<file path="src/rtl/ex_muldiv_ctrl.sv">
// ============================================================================
//  Module   : ex_muldiv_ctrl
//  Purpose  : Iterative MULT/MULTU/DIV/DIVU sequencer beside the EX ALU.
//             Define MULDIV_FAST_MUL_EN for single-cycle multiplies.
//  Revision : 1.0
// ============================================================================
`default_nettype none

module ex_muldiv_ctrl #(
    parameter logic [31:0] DIV_ZERO_Q = 32'hFFFFFFFF,
    parameter int          ITERS      = 32
) (
    input  logic        clk,
    input  logic        rst,
    input  logic        i_valid,
    input  logic        i_flush,
    input  logic [7:0]  i_aluop,
    input  logic [31:0] i_rs_data,
    input  logic [31:0] i_rt_data,
    output logic        o_stall,
    output logic        o_busy,
    output logic        o_hilo_we,
    output logic [31:0] o_hi,
    output logic [31:0] o_lo
);

    typedef enum logic [1:0] {
        S_IDLE = 2'd0,
        S_CALC = 2'd1,
        S_DONE = 2'd2
    } state_t;

    localparam logic [4:0] c_LAST = 5'(ITERS - 1);

    state_t      r_state;
    state_t      w_state_nxt;
    logic [4:0]  r_cnt;
    logic        r_div;
    logic        r_neg_q;
    logic        r_neg_r;
    logic [31:0] r_a;
    logic [31:0] r_hi;
    logic [31:0] r_lo;
    logic [31:0] r_res_hi;
    logic [31:0] r_res_lo;

    // Opcode decode: 0001_10xx, bit1 = divide, bit0 = unsigned
    logic        w_is_md;
    logic        w_issue;
    logic        w_op_div;
    logic        w_op_signed;
    logic        w_rt_zero;
    logic        w_fast;
    logic        w_a_neg;
    logic        w_b_neg;
    logic [31:0] w_abs_a;
    logic [31:0] w_abs_b;

    assign w_is_md     = (i_aluop[7:2] == 6'b000110);
    assign w_issue     = i_valid && w_is_md && !i_flush;
    assign w_op_div    = i_aluop[1];
    assign w_op_signed = !i_aluop[0];
    assign w_rt_zero   = (i_rt_data == 32'd0);
    assign w_a_neg     = w_op_signed && i_rs_data[31];
    assign w_b_neg     = w_op_signed && i_rt_data[31];
    assign w_abs_a     = w_a_neg ? (32'd0 - i_rs_data) : i_rs_data;
    assign w_abs_b     = w_b_neg ? (32'd0 - i_rt_data) : i_rt_data;

`ifdef MULDIV_FAST_MUL_EN
    logic signed [63:0] w_prod_s;
    logic        [63:0] w_prod_u;
    logic        [63:0] w_fast_prod;
    assign w_fast      = !w_op_div;
    assign w_prod_s    = $signed(i_rs_data) * $signed(i_rt_data);
    assign w_prod_u    = {32'd0, i_rs_data} * {32'd0, i_rt_data};
    assign w_fast_prod = w_op_signed ? w_prod_s : w_prod_u;
`else
    assign w_fast      = 1'b0;
`endif

    // Multiply step: {hi,lo} shifts right, adding multiplicand when lo[0] set
    logic [32:0] w_msum;
    // Divide step: 33-bit partial remainder {hi, next dividend bit}
    logic [32:0] w_dshift;
    logic        w_dge;
    logic [31:0] w_dsub;
    logic [31:0] w_hi_nxt;
    logic [31:0] w_lo_nxt;

    assign w_msum   = {1'b0, r_hi} + (r_lo[0] ? {1'b0, r_a} : 33'd0);
    assign w_dshift = {r_hi, r_lo[31]};
    assign w_dge    = (w_dshift >= {1'b0, r_a});
    assign w_dsub   = w_dshift[31:0] - r_a;
    assign w_hi_nxt = r_div ? (w_dge ? w_dsub : w_dshift[31:0]) : w_msum[32:1];
    assign w_lo_nxt = r_div ? {r_lo[30:0], w_dge} : {w_msum[0], r_lo[31:1]};

    logic [63:0] w_prod;
    logic [31:0] w_res_hi;
    logic [31:0] w_res_lo;

    always_comb begin
        w_prod   = r_neg_q ? (64'd0 - {r_hi, r_lo}) : {r_hi, r_lo};
        w_res_hi = w_prod[63:32];
        w_res_lo = w_prod[31:0];
        if (r_div) begin
            w_res_hi = r_neg_r ? (32'd0 - r_hi) : r_hi;
            w_res_lo = r_neg_q ? (32'd0 - r_lo) : r_lo;
        end
    end

    always_ff @(posedge clk) begin
        if (rst) r_state <= S_IDLE;
        else     r_state <= w_state_nxt;
    end

    always_comb begin
        w_state_nxt = r_state;
        o_stall     = 1'b0;
        o_hilo_we   = 1'b0;
        case (r_state)
            S_IDLE: begin
                if (w_issue) begin
                    o_stall     = 1'b1;
                    w_state_nxt = ((w_op_div && w_rt_zero) || w_fast) ? S_DONE : S_CALC;
                end
            end
            S_CALC: begin
                if (i_flush) begin
                    w_state_nxt = S_IDLE;
                end else begin
                    o_stall = 1'b1;
                    if (r_cnt == c_LAST) w_state_nxt = S_DONE;
                end
            end
            S_DONE: begin
                o_hilo_we   = 1'b1;
                w_state_nxt = S_IDLE;
            end
            default: w_state_nxt = S_IDLE;
        endcase
        if (rst) begin
            o_stall   = 1'b0;
            o_hilo_we = 1'b0;
        end
    end

    assign o_busy = (r_state != S_IDLE) && !rst;
    assign o_hi   = (r_state == S_DONE) ? w_res_hi : r_res_hi;
    assign o_lo   = (r_state == S_DONE) ? w_res_lo : r_res_lo;

    always_ff @(posedge clk) begin
        if (rst) begin
            r_cnt    <= 5'd0;
            r_div    <= 1'b0;
            r_neg_q  <= 1'b0;
            r_neg_r  <= 1'b0;
            r_a      <= 32'd0;
            r_hi     <= 32'd0;
            r_lo     <= 32'd0;
            r_res_hi <= 32'd0;
            r_res_lo <= 32'd0;
        end else begin
            case (r_state)
                S_IDLE: begin
                    if (w_issue) begin
                        r_cnt   <= 5'd0;
                        r_div   <= w_op_div;
                        r_neg_q <= w_a_neg ^ w_b_neg;
                        r_neg_r <= w_a_neg;
                        r_hi    <= 32'd0;
                        if (w_op_div) begin
                            r_lo <= w_abs_a;
                            r_a  <= w_abs_b;
                            // Divide-by-zero: HI keeps the raw dividend, no sign fix
                            if (w_rt_zero) begin
                                r_hi    <= i_rs_data;
                                r_lo    <= DIV_ZERO_Q;
                                r_neg_q <= 1'b0;
                                r_neg_r <= 1'b0;
                            end
                        end else begin
                            r_lo <= w_abs_b;
                            r_a  <= w_abs_a;
`ifdef MULDIV_FAST_MUL_EN
                            r_hi    <= w_fast_prod[63:32];
                            r_lo    <= w_fast_prod[31:0];
                            r_neg_q <= 1'b0;
                            r_neg_r <= 1'b0;
`endif
                        end
                    end
                end
                S_CALC: begin
                    if (!i_flush) begin
                        r_cnt <= r_cnt + 5'd1;
                        r_hi  <= w_hi_nxt;
                        r_lo  <= w_lo_nxt;
                    end
                end
                S_DONE: begin
                    r_res_hi <= w_res_hi;
                    r_res_lo <= w_res_lo;
                end
                default: ;
            endcase
        end
    end

endmodule

`default_nettype wire
</file>
<file path="config.mk">
export PLATFORM = sky130hd
export DESIGN_NAME = ex_muldiv_ctrl
export DESIGN_NICKNAME = d
export VERILOG_FILES = /design/src/rtl/ex_muldiv_ctrl.sv
export SDC_FILE = /design/constraint.sdc
export NUM_CORES = 1
export LEC_CHECK = 0
export BUFFER_PORTS_ARGS = -buffer_cell sky130_fd_sc_hd__buf_2
export CORE_ASPECT_RATIO = 0.9
export CORE_MARGIN = 10
export CORE_UTILIZATION = 60
export CTS_CLUSTER_DIAMETER = 60
export DETAILED_ROUTE_END_ITERATION = 8
export PLACE_DENSITY = 0.81
export RECOVER_POWER = 50
export SETUP_SLACK_MARGIN = 0.4
export SKIP_CTS_REPAIR_TIMING = 1
export SLEW_MARGIN = 10
export SYNTH_ARGS = -nofsm -noshare
export SYNTH_HDL_FRONTEND = slang
export SYNTH_SLANG_ARGS = --single-unit
</file>
<file path="constraint.sdc">
create_clock -name clk -period 5.45 [get_ports clk]
set_input_delay 0.8175 -clock clk [delete_from_list [all_inputs] [get_ports clk]]
set_output_delay 0.8175 -clock clk [all_outputs]
set_load 0.05 [all_outputs]
</file>
### Yosys cells after proc, flatten, opt, wreduce, memory -nomap -nowiden

Cells that the tools add are included.

* input port bits: 76
* flip-flop bits (word level): 170
* word-level logic and storage cells: 85
* output and inout bits: 67

* bitwise operators: 1
* eq/ne operators: 7
* mux-type cells: 42
* add/sub/neg operators: 8
* reductions and logical operators: 16
* magnitude comparators: 1

Operators by type and width (number)
* $mux W32: 21
* $pmux W32 S2: 2
* $sub A1 B32 Y32 const A: 4
* $mux W64: 1
* $sub A1 B64 Y64 const A: 1
* $add A32 B32 Y33: 1
* $ge A33 B32 Y1: 1
* $logic_not A32 Y1: 1
* $sub A32 B32 Y32: 1
* $mux W5: 2
* $pmux W5 S2: 1
* $mux W1: 9
* $mux W2: 4
* $eq A6 B3 Y1 const B: 1
* $logic_and A1 B1 Y1: 6
* $add A5 B1 Y5 const B: 1
* $eq A5 B5 Y1 const B: 1
* $ne A2 B2 Y1 const B: 2
* $pmux W2 S2: 1
* $reduce_and A2 Y1: 2
* $reduce_bool A2 Y1: 2
* $logic_not A1 Y1: 3
* $ne A3 B3 Y1 const B: 1
* $reduce_and A3 Y1: 1
* 5 further kinds: 5

### Depth between registers and ports, before layout

Gate-level depths: netlist of run 1.

* depth after elaboration: 7
* depth in mapped cells: 15
* depth with buffers taken out: 14

### Least setup slack after synthesis of run 1

OpenSTA, ideal clock, no wires.

* kind: flip-flop to output port
* from: register r_lo[12]
* to: output port o_lo[30]
* stages on the path, launching flop included: 9
* slack: 0.830 ns
* arrival: 3.803 ns
* path through: dfxtp_1 -> buf_6 -> or4_4 -> or4_4 -> or4_4 -> or4_4 -> o21ai_0 -> xor2_1 -> o21ai_0

* longest elaborated chain between the ends: 4
* elaborated cells between the ends (all ways): 6
* those cells by class: 2 x add/sub; 4 x mux

RTL lines
* from (decl): line 43 `logic [31:0] r_lo;`
* from (signal assigned): line 172 `r_lo <= w_abs_a;`
* from (signal assigned): line 182 `r_lo <= w_abs_b;`
* from (signal assigned): line 197 `r_lo <= w_lo_nxt;`
* $sub A1 B64 Y64 / $sub A1 B32 Y32 (equally long branches): line 102, 107
* $mux W64 / $mux W32 (equally long branches): line 102, 107
* $mux W32 (*): line 105 `if (r_div) begin`
* $mux W32 (*)
* to (decl): line 24 `output logic [31:0] o_lo`

Mark *: on every way between the ends. The rest lies on a longest branch, timed or not.

### Worst setup path after layout of run 1

* from: register r_lo[12]
* to: output port o_hi[26]

* longest elaborated chain between the ends: 4

RTL lines
* $sub A1 B64 Y64: line 102 `w_prod = r_neg_q ? (64'd0 - {r_hi, r_lo}) : {r_hi, r_lo};`
* $mux W64: line 102
* $mux W32: line 105
* $mux W32
* to (decl): line 23 `output logic [31:0] o_hi,`

Every way passes these cells.

==> results.toml, run 1 <==
[timing]
finalCritPeriodShare_pct = 90.21
clock_skew_ns = 0.009920
max_slew_margin_pct = -155.6
finalHoldViolations = 0
fmax_ghz = 0.2034
setup_tns_ns = 0
maxSlewViolCount = 145
worstMarginPinSlew_ns = 3.834
hold-worst-slack_ns = 0.4663
period_minus_ws_final_ns = 4.917
finalSetupViolCount = 0
grt_setup_unrepaired = "no"
final.setup.worst_slack_ns = 0.5333

[global_route]
via_count_of_the_first_global_routing_pass = 14778
grt_antenna_before_repair = 0
grt-ovfl-total = 0
grt_max_degree = 119
grt_first_pass_wirelength_microns = 82480
track_usage_pct = 33.25

[route]
routedWlPerCell_microns = 22.13
dr_total_vias = 16309
detail_route.drc_violations = 0
wl_microns = 54670
route.detailed.vias_per_inst = 6.600
detailedRoute.firstIterationViolations = 2352
firstDrtPassIters = 7
drtAntennaViolNets = 0

[critical_path]
r2r.worst_path.cells = 12
worstPathArrival_ns = 4.10
worst_ep_required_time_ns = 4.63
setup.worst_path.start_class = "flop"
critPathCaptureType = "output pin"
path_class = "flop to output pin"
crit_path_max_fo = 14

[min_path]
hold_depth = 2
min_path_type = "flop to flop"

[finish]
regArea_sq_um = 3405
area_growth_syn_to_layout_pct = 9.294
num_antenna_cells = 0
most_common_library_cell_in_the_layout_ignoring_fill_and_taps = "nor2_1"
post-route-cell-area_sq_um = 16290
num-fill-cells = 2216
final_nets = 2298
drive_above_1_share_pct = 10.49
post_layout_nonfiller_instances = 2471
layout.cells.most_common_list = "nor2_1, nand2_1, o21ai_0"
multiInputGateArea_sq_um = 10750

[floorplanning]
floorplan.initialDensity_pct = 61.27
floorplan.die.width_microns = 186.1
core.rowCount = 54
dieArea_sq_um = 31550
coreArea_sq_um = 24320
fp.dieH_microns = 169.5
top_level_ports = 143

[yosys]
post_synth_num_cell_types = 78
flip_flop_and_latch_count_after_synthesis = 170
syn_area_per_cell_sq_um = 7.080
synthesis.area_sq_um = 14900
syn_inst = 2105
postSynth.topFlopCell = "dfxtp_1"
synth.yosys.seq_area_share_pct = 22.84
number_of_warnings_printed_during_yosys_synthesis = 0
asyncSetResetFlopFracSynth_pct = 0
syn-num-nets = 2253
synth-edff-count = 0

[pwr]
power.density_cell_area_nw_per_um2 = 185.3
power.leakage_nw = 6.863
ir_drop_uv = 189.6

[clock_network]
worstSkewPairLatency_ns = 0.45
cts_root_buffer = "clkbuf_16"
cts_buffer_depth = 2
cts_made_buffers = 17
clock-sinks = 170
clkSlewWorstSetupHoldPaths_ns = 0.08
tritoncts = "yes"
clock_tree.htree_level_count = 4

[run_status]
status = "finished with violations"
failing_checks = "max-capacitance violations, max-slew violations"

[placed_design]
dpl.hpwl_microns = 41000
dpl.cell_count = 2438
placed_cell_area_sq_um = 15690
gp_routability_congestion = 1.022
placement.setup.worst_slack_ns = 0.9615
port_buffers = 142

[run]
cap_violations = 2
-- sequential cells by signal (all words and copies together), names as in the netlist --
signal	count
r_a	32
r_hi	32
r_lo	32
r_res_hi	32
r_res_lo	32
r_cnt	5
r_state	2
r_div	1
r_neg_q	1
r_neg_r	1
-- layer usage --
layer / wire length [microns] / up-vias / GRT usage, %
li1: - / 7599 / -
met3: 6200 / 172 / 6.935
met1: 22380 / 7545 / 44.65
met4: 2546 / 0 / 16.15
met2: 23550 / 993 / 49.57
met5: 0 / - / 0
-- final timing paths --
check | start | endpoint | slack (ns)
setup / recovery | r_lo[12] | o_hi[26] | 0.53
hold / removal | r_res_hi[3] | r_res_hi[3] | 0.47
setup reg to reg | r_hi[8] | r_hi[12] | 0.83
hold reg to reg | r_res_hi[3] | r_res_hi[3] | 0.47
-- metrics by stage --
stage | utilization [%] | total power, mW
6_report | 66.97 | 3.018
2_1_floorplan | - | 1.553
4_1_cts | 67.05 | 2.999
3_5_place_dp | 64.49 | 1.707
5_1_grt | 66.97 | 3.092
3_3_place_gp | 64.49 | 1.703
-- layout make-up --
type | instances | share of cell area, %
well taps | 308 | 2.366
flip-flops and latches | 170 | 20.90
multi-input cells | 1732 | 65.98
repair buffers | 167 | 5.500
clock buffers | 17 | 2.612
clock inverters | 15 | 1.214
inverters | 62 | 1.429
-- synthesized netlist by cell type (19+ instances only) --
master / number / area share (%)
nor2_1: 287 / 7.2
nand2_1: 206 / 5.2
dfxtp_1: 170 / 23
o21ai_0: 168 / 5.6
a21oi_1: 167 / 5.6
clkbuf_1: 127 / 3.2
xnor2_1: 91 / 5.3
xor2_1: 82 / 4.8
nor2b_1: 79 / 3.3
ha_1: 70 / 5.9
nor3_1: 62 / 2.1
inv_1: 61 / 1.5
a211oi_1: 59 / 3.0
mux2i_1: 44 / 3.0
nand3_1: 37 / 1.2
a21o_1: 35 / 1.8
o211ai_1: 32 / 1.6
nand2b_1: 21 / 0.88
a31oi_1: 19 / 0.80
-- worst max-delay path, stage by stage, from the launching register on --
cell and delay, ns:
dfxtp_1 0.38, or4_1 0.60, or4_1 0.49, or4_1 0.60
or4_4 0.50, o21ai_4 0.19, buf_12 0.15, a31oi_1 0.09
xnor2_1 0.18, o21ai_1 0.15, buf_2 0.30
-- power breakdown --
part	switching [mW]	total, mW	internal [mW]
logic	0.288	0.445	0.157
clock network	0.619	1.32	0.704
registers	0.00718	1.25	1.24
total	0.914	3.02	2.10
-- logic make-up (layout without fill, tap and decap cells) --
kind of cell	Yosys count	after routing	share of synthesized area, %
compound gates	626	626	26.35
xor+xnor	173	173	10.17
buf+inv	203	261	5.222
mux	62	62	4.315
simple gates	799	799	24.97
fa+ha+maj	72	72	6.146
flops	170	170	22.84
No activity file was read; power rests on OpenSTA's default activity.
==> run 2: changes to the inputs <==
Settings changed: CORE_MARGIN 10 to not set, CTS_CLUSTER_SIZE set to 28.
==> run 2 against run 1 <==
Net effect:
- the run still ends with max-capacitance violations, max-slew violations left
- sequential power barely moved
- global-route usage rose by 5.8 points
- first-iteration DRC count fell by 16%
- setup slack got worse by 0.081 ns
- final area rose by 0.11%
==> results.toml, run 2 (synthesis gave the netlist of run 1 again) <==
[floorplanning]
dieArea_sq_um = 25470
floorplan.die.width_microns = 168.1
top_level_ports = 143
core.rowCount = 54
coreArea_sq_um = 24320
fp.dieH_microns = 151.5
floorplan.initialDensity_pct = 61.27

[route]
routedWlPerCell_microns = 20.51
drtAntennaViolNets = 0
detail_route.drc_violations = 0
route.detailed.vias_per_inst = 6.531
firstDrtPassIters = 6
dr_total_vias = 16150
wl_microns = 50720
detailedRoute.firstIterationViolations = 1975

[timing]
worstMarginPinSlew_ns = 3.440
setup_tns_ns = 0
max_slew_margin_pct = -129.3
finalHoldViolations = 0
fmax_ghz = 0.2001
clock_skew_ns = 0.01237
maxSlewViolCount = 181
grt_setup_unrepaired = "no"
period_minus_ws_final_ns = 4.997
finalCritPeriodShare_pct = 91.69
finalSetupViolCount = 0

[pwr]
finalPower_mw = 3.009
ir_drop_uv = 200.3
power.leakage_nw = 6.857
power.density_cell_area_nw_per_um2 = 184.6

[critical_path]
crit_path_max_fo = 13
cp_slowest_cell = "or4_1"
worst_setup_path_startpoint = "r_lo[12]"
max_stage_delay_ns = 0.62
path_class = "flop to output pin"
critPathCaptureType = "output pin"
crit_path_frequent_cell = "or4_1"
worstPathCellList = "or4_1, or4_1, or4_1, or4_4, o21ai_4, buf_12, o21ai_0, xor2_1, nand2_1, nand2_1, buf_2"
worstPathArrival_ns = 4.18
timing.rr.start = "r_lo[0]"
critical_path.n_buffers_inverters = 2
worst_ep_required_time_ns = 4.63
setup.worst_path.start_class = "flop"
worst_path_dominant_cell_family = "simple AND/OR/NAND/NOR gates"

[run_status]
status = "finished with violations"
failing_checks = "max-capacitance violations, max-slew violations"

[global_route]
grt-ovfl-total = 0
grt_antenna_before_repair = 0
grt_max_degree = 119
grt_first_pass_wirelength_microns = 77550
via_count_of_the_first_global_routing_pass = 14463
track_usage_pct = 39.03

[min_path]
min_path_type = "flop to flop"
hp-start = "r_cnt[4]"

[finish]
multiInputGateArea_sq_um = 10750
post_layout_nonfiller_instances = 2473
regArea_sq_um = 3405
drive_above_1_share_pct = 10.53
most_common_library_cell_in_the_layout_ignoring_fill_and_taps = "nor2_1"
num_antenna_cells = 0
num-fill-cells = 2127
area_growth_syn_to_layout_pct = 9.411
final_nets = 2300
layout.cells.most_common_list = "nor2_1, nand2_1, o21ai_0"

[placed_design]
port_buffers = 142
dpl.cell_count = 2439
gp_routability_congestion = 1.032
dpl.hpwl_microns = 37680

[clock_network]
worstSkewPairLatency_ns = 0.45
cts_root_buffer = "clkbuf_16"
cts_buffer_depth = 2
cts_made_buffers = 17
clkSlewWorstSetupHoldPaths_ns = 0.09
clock-sinks = 170
tritoncts = "yes"
clock_tree.htree_level_count = 4

[run]
cap_violations = 3
[run 2: changes by cell type in the layout (fill, tap and decap cells not counted), sizes merged]
| cell | previous run | this run |
|---|---|---|
| buf | 152 | 153 |
| bufinv | 2 | 0 |
| clkbuf | 32 | 33 |
| clkinv | 6 | 9 |
| inv | 69 | 68 |
[run 2: final timing paths]
kind,slack [ns],to,depth (start not counted)
worst min-delay path,0.47,r_cnt[4],2
worst min register to register,0.47,r_cnt[4],2
worst max-delay path,0.45,o_hi[12],11
worst max register to register,1.04,r_hi[29],14
[run 2: worst min-delay path, cell delays in order, from the launching register on]
cell and delay [ns]:
dfxtp_1 0.32, nand2_1 0.05, a21oi_1 0.05
[run 2: layer usage]
metal	up-vias	global-route usage, %	part of all wire, %
li1	7585	-	-
met1	7477	52.03	41
met2	936	60.23	42
met3	152	8.286	12
met4	0	18.82	4.7
met5	-	0	0
[run 2: per-stage QoR]
step                      instance area (sq um)  setup slack [ns]  hold slack, ns  utilization [%]
after floorplan                           14900            0.8297          0.4362                -
after global placement                    15680             1.065          0.4439            64.47
after detailed placement                  15680             1.020          0.4519            64.47
after CTS                                 16320            0.5245          0.4622            67.10
after global routing                      16310            0.2786          0.4951            67.04
final                                     16310            0.4528          0.4663            67.04
[run 2: final cells by class]
class,count,area share [%]
Inverter,62,1.427
Clock inverter,15,1.312
Multi-Input combinational cell,1732,65.91
Clock buffer,17,2.609
Tap cell,308,2.363
Sequential cell,170,20.88
Timing Repair Buffer,169,5.502
[run 2: power breakdown]
group	internal [mW]	switching [mW]
Sequential	1.24	0.00683
Clock	0.641	0.682
Combinational	0.156	0.280
